$ cat src/rtl/mem_arbiter.sv
// Two-requester round-robin arbiter in front of a single-port synchronous memory.
// One access in flight at a time: IDLE -> ACCESS (-> RESP for reads) -> IDLE.
module mem_arbiter #(
  parameter int unsigned ADDR_W = 8,
  parameter int unsigned DATA_W = 32
) (
  input  logic              clk,
  input  logic              rst_n,
  input  logic              req0,
  input  logic              req1,
  input  logic              we0,
  input  logic              we1,
  input  logic [ADDR_W-1:0] addr0,
  input  logic [ADDR_W-1:0] addr1,
  input  logic [DATA_W-1:0] wdata0,
  input  logic [DATA_W-1:0] wdata1,
  output logic              gnt0,
  output logic              gnt1,
  output logic              rvalid0,
  output logic              rvalid1,
  output logic [DATA_W-1:0] rdata0,
  output logic [DATA_W-1:0] rdata1,
  output logic              mem_en,
  output logic              mem_wen,
  output logic [ADDR_W-1:0] mem_addr,
  output logic [DATA_W-1:0] mem_wdata,
  input  logic [DATA_W-1:0] mem_rdata,
  output logic              busy
);

  typedef enum logic [1:0] {IDLE, ACCESS, RESP} state_e;

  state_e              state_q, state_d;
  logic                last_gnt_q, last_gnt_d;
  logic                gnt0_q, gnt0_d, gnt1_q, gnt1_d;
  logic                rvalid0_q, rvalid0_d, rvalid1_q, rvalid1_d;
  logic [DATA_W-1:0]   rdata0_q, rdata0_d, rdata1_q, rdata1_d;
  logic                mem_en_q, mem_en_d, mem_wen_q, mem_wen_d;
  logic [ADDR_W-1:0]   mem_addr_q, mem_addr_d;
  logic [DATA_W-1:0]   mem_wdata_q, mem_wdata_d;
  logic                pick;

  // Next-state and registered-output logic; last_gnt_q names the owner of the in-flight access.
  always_comb begin
    state_d     = state_q;
    last_gnt_d  = last_gnt_q;
    gnt0_d      = 1'b0;
    gnt1_d      = 1'b0;
    rvalid0_d   = 1'b0;
    rvalid1_d   = 1'b0;
    rdata0_d    = rdata0_q;
    rdata1_d    = rdata1_q;
    mem_en_d    = 1'b0;
    mem_wen_d   = 1'b0;
    mem_addr_d  = mem_addr_q;
    mem_wdata_d = mem_wdata_q;
    pick        = 1'b0;
    case (state_q)
      IDLE: begin
        if (req0 || req1) begin
          // On a tie the requester that did not win last time goes next.
          pick        = (req0 && req1) ? ~last_gnt_q : req1;
          state_d     = ACCESS;
          last_gnt_d  = pick;
          gnt0_d      = ~pick;
          gnt1_d      = pick;
          mem_en_d    = 1'b1;
          mem_wen_d   = pick ? we1 : we0;
          mem_addr_d  = pick ? addr1 : addr0;
          mem_wdata_d = pick ? wdata1 : wdata0;
        end
      end
      ACCESS: begin
        state_d = mem_wen_q ? IDLE : RESP;
      end
      RESP: begin
        state_d = IDLE;
        if (last_gnt_q) begin
          rvalid1_d = 1'b1;
          rdata1_d  = mem_rdata;
        end else begin
          rvalid0_d = 1'b1;
          rdata0_d  = mem_rdata;
        end
      end
      default: state_d = IDLE;
    endcase
  end

  always_ff @(posedge clk or negedge rst_n) begin
    if (!rst_n) begin
      state_q     <= IDLE;
      last_gnt_q  <= 1'b1;
      gnt0_q      <= 1'b0;
      gnt1_q      <= 1'b0;
      rvalid0_q   <= 1'b0;
      rvalid1_q   <= 1'b0;
      rdata0_q    <= '0;
      rdata1_q    <= '0;
      mem_en_q    <= 1'b0;
      mem_wen_q   <= 1'b0;
      mem_addr_q  <= '0;
      mem_wdata_q <= '0;
    end else begin
      state_q     <= state_d;
      last_gnt_q  <= last_gnt_d;
      gnt0_q      <= gnt0_d;
      gnt1_q      <= gnt1_d;
      rvalid0_q   <= rvalid0_d;
      rvalid1_q   <= rvalid1_d;
      rdata0_q    <= rdata0_d;
      rdata1_q    <= rdata1_d;
      mem_en_q    <= mem_en_d;
      mem_wen_q   <= mem_wen_d;
      mem_addr_q  <= mem_addr_d;
      mem_wdata_q <= mem_wdata_d;
    end
  end

  assign gnt0      = gnt0_q;
  assign gnt1      = gnt1_q;
  assign rvalid0   = rvalid0_q;
  assign rvalid1   = rvalid1_q;
  assign rdata0    = rdata0_q;
  assign rdata1    = rdata1_q;
  assign mem_en    = mem_en_q;
  assign mem_wen   = mem_wen_q;
  assign mem_addr  = mem_addr_q;
  assign mem_wdata = mem_wdata_q;
  assign busy      = (state_q != IDLE);

endmodule

$ cat config.mk
export PLATFORM = sky130hd
export DESIGN_NAME = mem_arbiter
export DESIGN_NICKNAME = d
export VERILOG_FILES = /design/src/rtl/mem_arbiter.sv
export SDC_FILE = /design/constraint.sdc
export NUM_CORES = 1
export LEC_CHECK = 0
export BUFFER_PORTS_ARGS = -buffer_cell sky130_fd_sc_hd__clkbuf_2
export CORE_AREA = 2 2 104 106
export DETAILED_ROUTE_END_ITERATION = 16
export DIE_AREA = 0 0 106 108
export PLACE_DENSITY_LB_ADDON = 0.12
export SYNTH_ARGS = -nofsm -noshare
export SYNTH_HDL_FRONTEND = slang
export SYNTH_SLANG_ARGS = --single-unit
$ cat constraint.sdc
create_clock -name clk -period 1.7 [get_ports clk]
set_input_delay 0.17 -clock clk [delete_from_list [all_inputs] [get_ports clk]]
set_output_delay 0.17 -clock clk [all_outputs]
set_load 0.005 [all_outputs]
Word-level counts from Yosys, hierarchy flattened
Index checks and enable logic that the tools add are counted.
{ "totals": {"word_cells": 43, "reg_bits": 113, "output_inout_bits": 111, "in_bits": 118} }
{ "classes": {"reduce_logical": 7, "bitwise_logic": 2, "eq_ne": 3, "mux": 19} }
{ "op_table": {"columns": ["cell", "count"], "rows": [
  ["$mux W32", 1],
  ["$mux W1", 14],
  ["$mux W8", 1],
  ["$reduce_and A2 Y1", 3],
  ["$mux W2", 2],
  ["$pmux W2 S2", 1],
  ["$eq A2 B1 Y1 const B", 1],
  ["$eq A2 B2 Y1 const B", 1],
  ["$logic_not A2 Y1", 1],
  ["$ne A2 B2 Y1 const B", 1],
  ["$not A1 Y1", 2],
  ["$reduce_bool A2 Y1", 1],
  ["$logic_and A1 B1 Y1", 1],
  ["$logic_or A1 B1 Y1", 1]
]} }

Depth between registers and ports, before layout
Gate-level depths: netlist (run 1).
{ "depth": {"ltp_word": 5, "mapped_depth": 6, "ltp_nobuf": 4} }

Worst setup path after synthesis (run 1)
OpenSTA, ideal clock, no wires.
{ "synth_path": {"path_type": "register to register", "from": "register last_gnt_q", "to": "register rdata0_q[11] (netlist: rdata0[11])", "t_arrival_ns": 1.321, "path_buffers": 2, "synth_period_minus_slack_ns": 1.446, "required_time_ns": 1.575, "path_slack_ns": 0.254, "setup_time_ns": 0.125, "path_stages_with_launch": 5, "path_cell_list": "dfstp_2 -> buf_4 -> nor3b_4 -> buf_6 -> mux2_2"} }
{ "synth_between": {"elab_chain_len": 2} }
{ "synth_rtl": {"columns": ["element", "line", "source"], "rows": [
  ["start, declared", "34", "logic last_gnt_q, last_gnt_d;"],
  ["start signal, assigned", "106", "last_gnt_q <= last_gnt_d;"],
  ["$not A1 Y1 (no source line)", null, null],
  ["$reduce_and A2 Y1 (no source line)", null, null],
  ["end signal, assigned", "111", "rdata0_q <= rdata0_d;"],
  ["end, declared", "37", "logic [DATA_W-1:0] rdata0_q, rdata0_d, rdata1_q, rdata1_d;"]
]} }
No other way between the ends.
A chain may end at the register's enable or synchronous reset.

Worst setup path in the final report (run 1)
{ "layout_path": {"from": "register state_q[0]", "to": "output busy"} }
{ "layout_between": {"elab_chain_len": 1} }
{ "layout_rtl": {"columns": ["element", "line", "source"], "rows": [
  ["start, declared", "33", "state_e state_q, state_d;"],
  ["start signal, assigned", "105", "state_q <= state_d;"],
  ["$reduce_bool A2 Y1", "130", "assign busy = (state_q != IDLE);"],
  ["end, declared", "28", "output logic busy"]
]} }
No other way between the ends.

==> results of run 1 <==
==> report_power, final <==
group	total, mW	switching, mW	leakage (nW)	internal [mW]
sequential	4.84	0.775	1.32	4.07
clock	3.40	1.17	0.288	2.23
combinational	4.75	2.18	2.17	2.57
==> cell usage after synthesis, drive strengths merged <==
library cell	n	share of area, %
dfrtp	112	61
nand2	83	6.8
mux2	64	16
a21oi	42	4.6
a31oi	41	5.6
buf	27	3.8
inv	4	0.33
nor2	3	0.30
clkbuf	2	0.16
nor3b	2	0.57
a21bo	1	0.22
a21boi	1	0.24
dfstp	1	0.57
nand3b	1	0.24
or2	1	0.14
==> state kept, by name (all words and copies together), names as in the netlist <==
| register | count |
|---|---|
| mem_wdata | 32 |
| rdata0 | 32 |
| rdata1 | 32 |
| mem_addr | 8 |
| state_q | 2 |
| gnt0 | 1 |
| gnt1 | 1 |
| last_gnt_q | 1 |
| mem_en | 1 |
| mem_wen | 1 |
| rvalid0 | 1 |
| rvalid1 | 1 |
==> cells by family (layout without fill, tap and decap cells) <==
| group | count (synthesis) | after routing | synth area share [%] |
|---|---|---|---|
| and+or+nand+nor | 90 | 90 | 8.067 |
| muxes | 64 | 64 | 15.64 |
| AOI/OAI and AO/OA | 85 | 85 | 10.59 |
| DFF | 113 | 113 | 61.41 |
| buffers and inverters | 33 | 396 | 4.291 |
==> final cells by class <==
| type | instances | share of cell area (%) |
|---|---|---|
| inverter | 4 | 0.1947 |
| sequential | 113 | 36.70 |
| clock inverter | 9 | 1.363 |
| multi-input combinational | 239 | 20.65 |
| timing repair buffer | 360 | 32.71 |
| clock buffer | 23 | 6.181 |
| tap | 136 | 2.206 |
==> per-stage QoR <==
step	worst slack (ns)	util, %	hold slack, ns	cell area [um^2]	power [mW]
4_1_cts	0.02680	75.04	0.09745	7677	12.89
5_1_grt	0.002944	75.38	0.1243	7712	13.80
3_3_place_gp	0.3071	57.87	0.08223	5921	9.072
3_5_place_dp	0.2843	57.87	0.08802	5921	9.231
6_report	0.08407	75.38	0.1099	7712	12.99
2_1_floorplan	0.2538	-	-0.1256	4607	7.051
==> worst max-delay path, stage by stage (launching register included) <==
cell,delay (ns)
dfrtp_2,0.45
nor2_4,0.16
buf_8,0.15
inv_1,0.07
clkbuf_2,0.12
==> metal layers <==
layer / up-vias / global-route usage (%) / part of all wire (%)
li1: 2048 / - / -
met1: 2128 / 30.55 / 40
met2: 251 / 43.96 / 50
met3: 32 / 8.318 / 8.1
met4: 0 / 9.868 / 2.3
met5: - / 0 / 0
==> cell usage in the layout, fill, tap and decap left out, types with 2 or more instances in the layout <==
master           n
a31oi_1         41
dfrtp_1        111
inv_1            3
buf_4            8
clkbuf_16       16
bufinv_16        2
buf_12           7
nand2_1         82
clkinv_4         2
dlygate4sd3_1  117
mux2_2          63
clkbuf_8         5
clkbuf_2       227
nor2_1           2
a21oi_1         42
clkbuf_1         2
clkinv_2         4
==> final timing paths <==
path / from / to / slack, ns / cells past startpoint
max: state_q[0]$_DFFE_PN0P_ / busy / 0.08 / 4
min: rst_n / rdata1[16]$_DFFE_PN0P_ / 0.11 / 2
max reg2reg: last_gnt_q$_DFFE_PN1P_ / mem_wdata[21]$_DFFE_PN0P_ / 0.24 / 4
min reg2reg: mem_wen$_DFF_PN0_ / state_q[1]$_DFFE_PN0P_ / 0.43 / 1
max in group asynchronous: rst_n / last_gnt_q$_DFFE_PN1P_ / 0.95 / 3
min in group clk: mem_wen$_DFF_PN0_ / state_q[1]$_DFFE_PN0P_ / 0.43 / 1
==> what timing repair did <==
item                                   CTS  global route
gates resized for setup                  1             2
buffers inserted                         0             4
pin swaps                                0             1
endpoints found under the hold margin  218             0
hold buffers                           117             0
setup endpoints to repair                1             1
==> flow_summary.yaml, run 1 <==
detailed_routing:
  drt-total-wl_um: 14280
  drcViolationCount: 0
  vias: 4459
  wl_per_cell_um: 16.15
  ant_nets: 0
  viasPerCell: 5.044
  drt_iter0_drc: 301
  firstDrtPassIters: 5
grt:
  grt_overflow_total: 0
  grt_pass1_wl_um: 23070
  antenna_found_initial: 0
  grt_max_degree: 52
  grt_pass1_vias: 4682
  grtUsageTotal_pct: 25.75
finish:
  area_growth_syn_to_layout_pct: 67.41
  fin_cells: 884
  drive_above_1_share_pct: 46.12
  nFillCells: 626
  seqCellArea_mm2: 0.002830
  diodes: 0
  nets: 853
  multi_input_area_mm2: 0.001593
timing:
  skew_ns: 0.009834
  tightest_slew_ns: 0.4526
  rsz0062_at_grt: "false"
  finalCriticalPeriod_ns: 1.616
  setup_tns_ns: 0
  final_max_slew_viol_count: 0
  relSlewSlack_pct: 69.83
  fmax_ghz: 0.6188
  hold_viol_final: 0
  min_period_over_period_pct: 95.05
  setup_viol: 0
hold_path:
  hold_path_class: "in -> async"
die:
  initial_core_util_pct: 45.03
  die-area_mm2: 0.01145
  std_cell_rows: 37
  coreArea_mm2: 0.01023
  die_w_um: 106
  ios: 229
  dieHeight_um: 108
clocking:
  clkLatencyLatePin_ns: 0.50
  clkTransAtPathRegs_ns: 0.05
  cts.path.max_buffers: 2
  root_buffer: "clkbuf_8"
  cts_tree: "built"
  numClockSinks: 113
  cts_max_level: 4
  cts_buffers: 17
synthesis:
  netlist_area_mm2: 0.004607
  yosysSeqAreaShare_pct: 61.41
  syn_nets: 503
  ys_warn_count: 0
  synth_cell_types: 22
  synthCells: 385
  synth-seq-cells: 113
  syn_avg_cell_area_um2: 11.97
worst_setup_path:
  crit_type: "reg -> out"
  start_kind: "flop"
  arrival_ns: 1.45
  required_ns: 1.53
  cp_max_fo: 12
  end_kind: "output port"
pwr:
  ir_drop_mv: 0.7871
  powerDensity_mw_per_mm2: 1684
  leakagePower_nw: 3.771
placed_design:
  place_congestion: 0.7948
  io_buffers: 228
  dp_cells: 731
  dp_hpwl_um: 8073
status:
  outcome: "finished, final reports clean"
job:
  cap_violations: 0
Note: power is estimated with default switching activity, not from simulation.
==> run 2: changes to the inputs <==
--- a/config.mk
+++ b/config.mk
@@ -5,11 +5,13 @@
 export SDC_FILE = /design/constraint.sdc
 export NUM_CORES = 1
 export LEC_CHECK = 0
+export ABC_AREA = 1
 export BUFFER_PORTS_ARGS = -buffer_cell sky130_fd_sc_hd__clkbuf_2
-export CORE_AREA = 2 2 104 106
+export CORE_AREA = 2 2 107 109
 export DETAILED_ROUTE_END_ITERATION = 16
-export DIE_AREA = 0 0 106 108
+export DIE_AREA = 0 0 109 111
 export PLACE_DENSITY_LB_ADDON = 0.12
+export SETUP_SLACK_MARGIN = 0.05
 export SYNTH_ARGS = -nofsm -noshare
 export SYNTH_HDL_FRONTEND = slang
 export SYNTH_SLANG_ARGS = --single-unit
==> run 2 against run 1 <==
Sequential power barely moved. Worst hold slack got worse by 0.10 ns. Setup slack improved by 0.18 ns. Die area rose by 5.7%. Clock skew rose by 0.00082 ns. Flip-flop and latch count did not move. Highest routed layer unchanged.
==> flow_summary.yaml, run 2 <==
hold_path:
  hold_path_class: "in -> reg"
detailed_routing:
  drt-total-wl_um: 12650
  ant_nets: 0
  vias: 4654
  wl_per_cell_um: 12.60
  drt_iter0_drc: 297
  drcViolationCount: 0
  viasPerCell: 4.635
  firstDrtPassIters: 5
pwr:
  powerDensity_mw_per_mm2: 1864
  total_power_mw: 13.14
  leakagePower_nw: 4.251
  ir_drop_mv: 1.477
clocking:
  root_buffer: "clkbuf_16"
  post-cts-setup-buffer-count: 0
  clkTransAtPathRegs_ns: 0.05
  cts.path.max_buffers: 2
  cts_max_level: 4
  cts_tree: "built"
  clkLatencyLatePin_ns: 0.41
  cts_buffers: 17
  numClockSinks: 113
timing:
  hold_viol_final: 0
  layout_setup_ws_ns: 0.2688
  rsz0062_at_grt: "false"
  hold_ws_ns: 0.007117
  fmax_ghz: 0.6987
  setup_viol: 0
  finalCriticalPeriod_ns: 1.431
  relSlewSlack_pct: 32.12
  skew_ns: 0.01065
  tightest_slew_ns: 1.014
  setup_tns_ns: 0
  final_max_slew_viol_count: 0
  min_period_over_period_pct: 84.19
synthesis:
  synth-seq-cells: 113
  synthCells: 612
  synth_top_flop_cell: "dfrtp_1"
  synth_top_area_cell: "dfrtp_1"
  yosys.area.top_type_share_pct: 56.18
  ys_top_cells_by_area: "dfrtp_1, nand2_1, inv_1"
  synth_most_common_cell: "nand2_1"
  syn_avg_cell_area_um2: 8.151
  netlist_area_mm2: 0.004989
  synth-async-reset-ratio_pct: 100.0
  synth_edf_count: 0
  synth_cell_types: 18
  yosysSeqAreaShare_pct: 56.71
  syn_nets: 730
  ys_warn_count: 0
  synth_commonest_cells: "nand2_1, inv_1, dfrtp_1, nand3_1, o21ai_1"
placed_design:
  dp_hpwl_um: 8804
  dp_cells: 958
  pre_cts_ws_ns: 0.1990
  post_dp_cell_area_mm2: 0.006256
  io_buffers: 228
  place_congestion: 0.7687
worst_setup_path:
  required_ns: 1.99
  start_kind: "flop"
  reg2reg_slack_ns: 0.27
  end_kind: "flop"
  cp_max_fo: 43
  crit_type: "reg -> reg"
  arrival_ns: 1.72
die:
  coreArea_mm2: 0.01108
  ios: 229
  dieHeight_um: 111
  die_w_um: 109
  initial_core_util_pct: 45.04
  std_cell_rows: 39
  die-area_mm2: 0.01210
finish:
  drive_above_1_share_pct: 32.29
  multi_input_area_mm2: 0.001524
  layout_commonest_cell: "clkbuf_2"
  design_area_mm2: 0.007051
  nets: 966
  diodes: 0
  seqCellArea_mm2: 0.002829
  layout_common_cells: "clkbuf_2, nand2_1, inv_1"
  area_growth_syn_to_layout_pct: 41.33
  nFillCells: 977
  fin_cells: 1004
  final_util_pct: 63.65
grt:
  grt_pass1_vias: 4432
  antenna_found_initial: 0
  grt_max_degree: 66
  grt_overflow_total: 0
  grt_pass1_wl_um: 20600
  grtUsageTotal_pct: 21.71
status:
  outcome: "finished, final reports clean"
job:
  cap_violations: 0
==> run 2: metal layers <==
metal | vias up | track usage (%) | share of wire, % | wire length (um)
met1 | 2116 | 26.25 | 42 | 5251
met2 | 178 | 35.53 | 49 | 6141
met3 | 22 | 6.584 | 8.1 | 1031
li1 | 2338 | - | - | -
met4 | 0 | 9.316 | 1.8 | 229
met5 | - | 0 | 0 | 0
==> run 2: cells by family (layout without fill, tap and decap cells) <==
group	after synthesis	count (layout)	synth area share [%]
AND/OR/NAND/NOR	280	280	23.50
buffers and inverters	153	402	13.09
flip-flops	113	113	56.71
AO/OA/AOI/OAI	66	66	6.697
==> run 2: cell type report <==
class                      instances  share of cell area, %
sequential                       113                  40.12
multi-input combinational        346                  21.61
inverter                         118                  6.282
clock buffer                      22                  6.726
clock inverter                    10                  2.555
tap                              143                  2.538
timing repair buffer             252                  20.16
==> run 2: power by group <==
group	internal [mW]	switching [mW]	total (mW)
Clock	2.71	1.19	3.90
Combinational	1.96	2.48	4.44
Sequential	4.04	0.767	4.81
Total	8.70	4.44	13.1
==> run 2: final timing paths <==
kind / startpoint / cells after the start / end
max: last_gnt_q$_DFFE_PN1P_ / 5 / mem_wdata[26]$_DFFE_PN0P_
min: mem_rdata[1] / 3 / rdata1[1]$_DFFE_PN0P_
max reg2reg: last_gnt_q$_DFFE_PN1P_ / 5 / mem_wdata[26]$_DFFE_PN0P_
min reg2reg: mem_wen$_DFF_PN0_ / 1 / state_q[1]$_DFFE_PN0P_
max in group asynchronous: rst_n / 3 / mem_addr[1]$_DFFE_PN0P_
min in group asynchronous: rst_n / 2 / rdata0[13]$_DFFE_PN0P_
==> run 2: worst max-delay path, stage by stage, from the launching register on <==
cell and delay, ns:
dfstp_2 0.57, nand2_1 0.11, nand2_4 0.38, nand2_1 0.11
nand3_1 0.10, nand2_1 0.05
==> run 2: what timing repair did <==
action	4_1_cts	5_1_grt
hold endpoints to repair	54	0
resized for setup	0	0
hold buffers	14	0
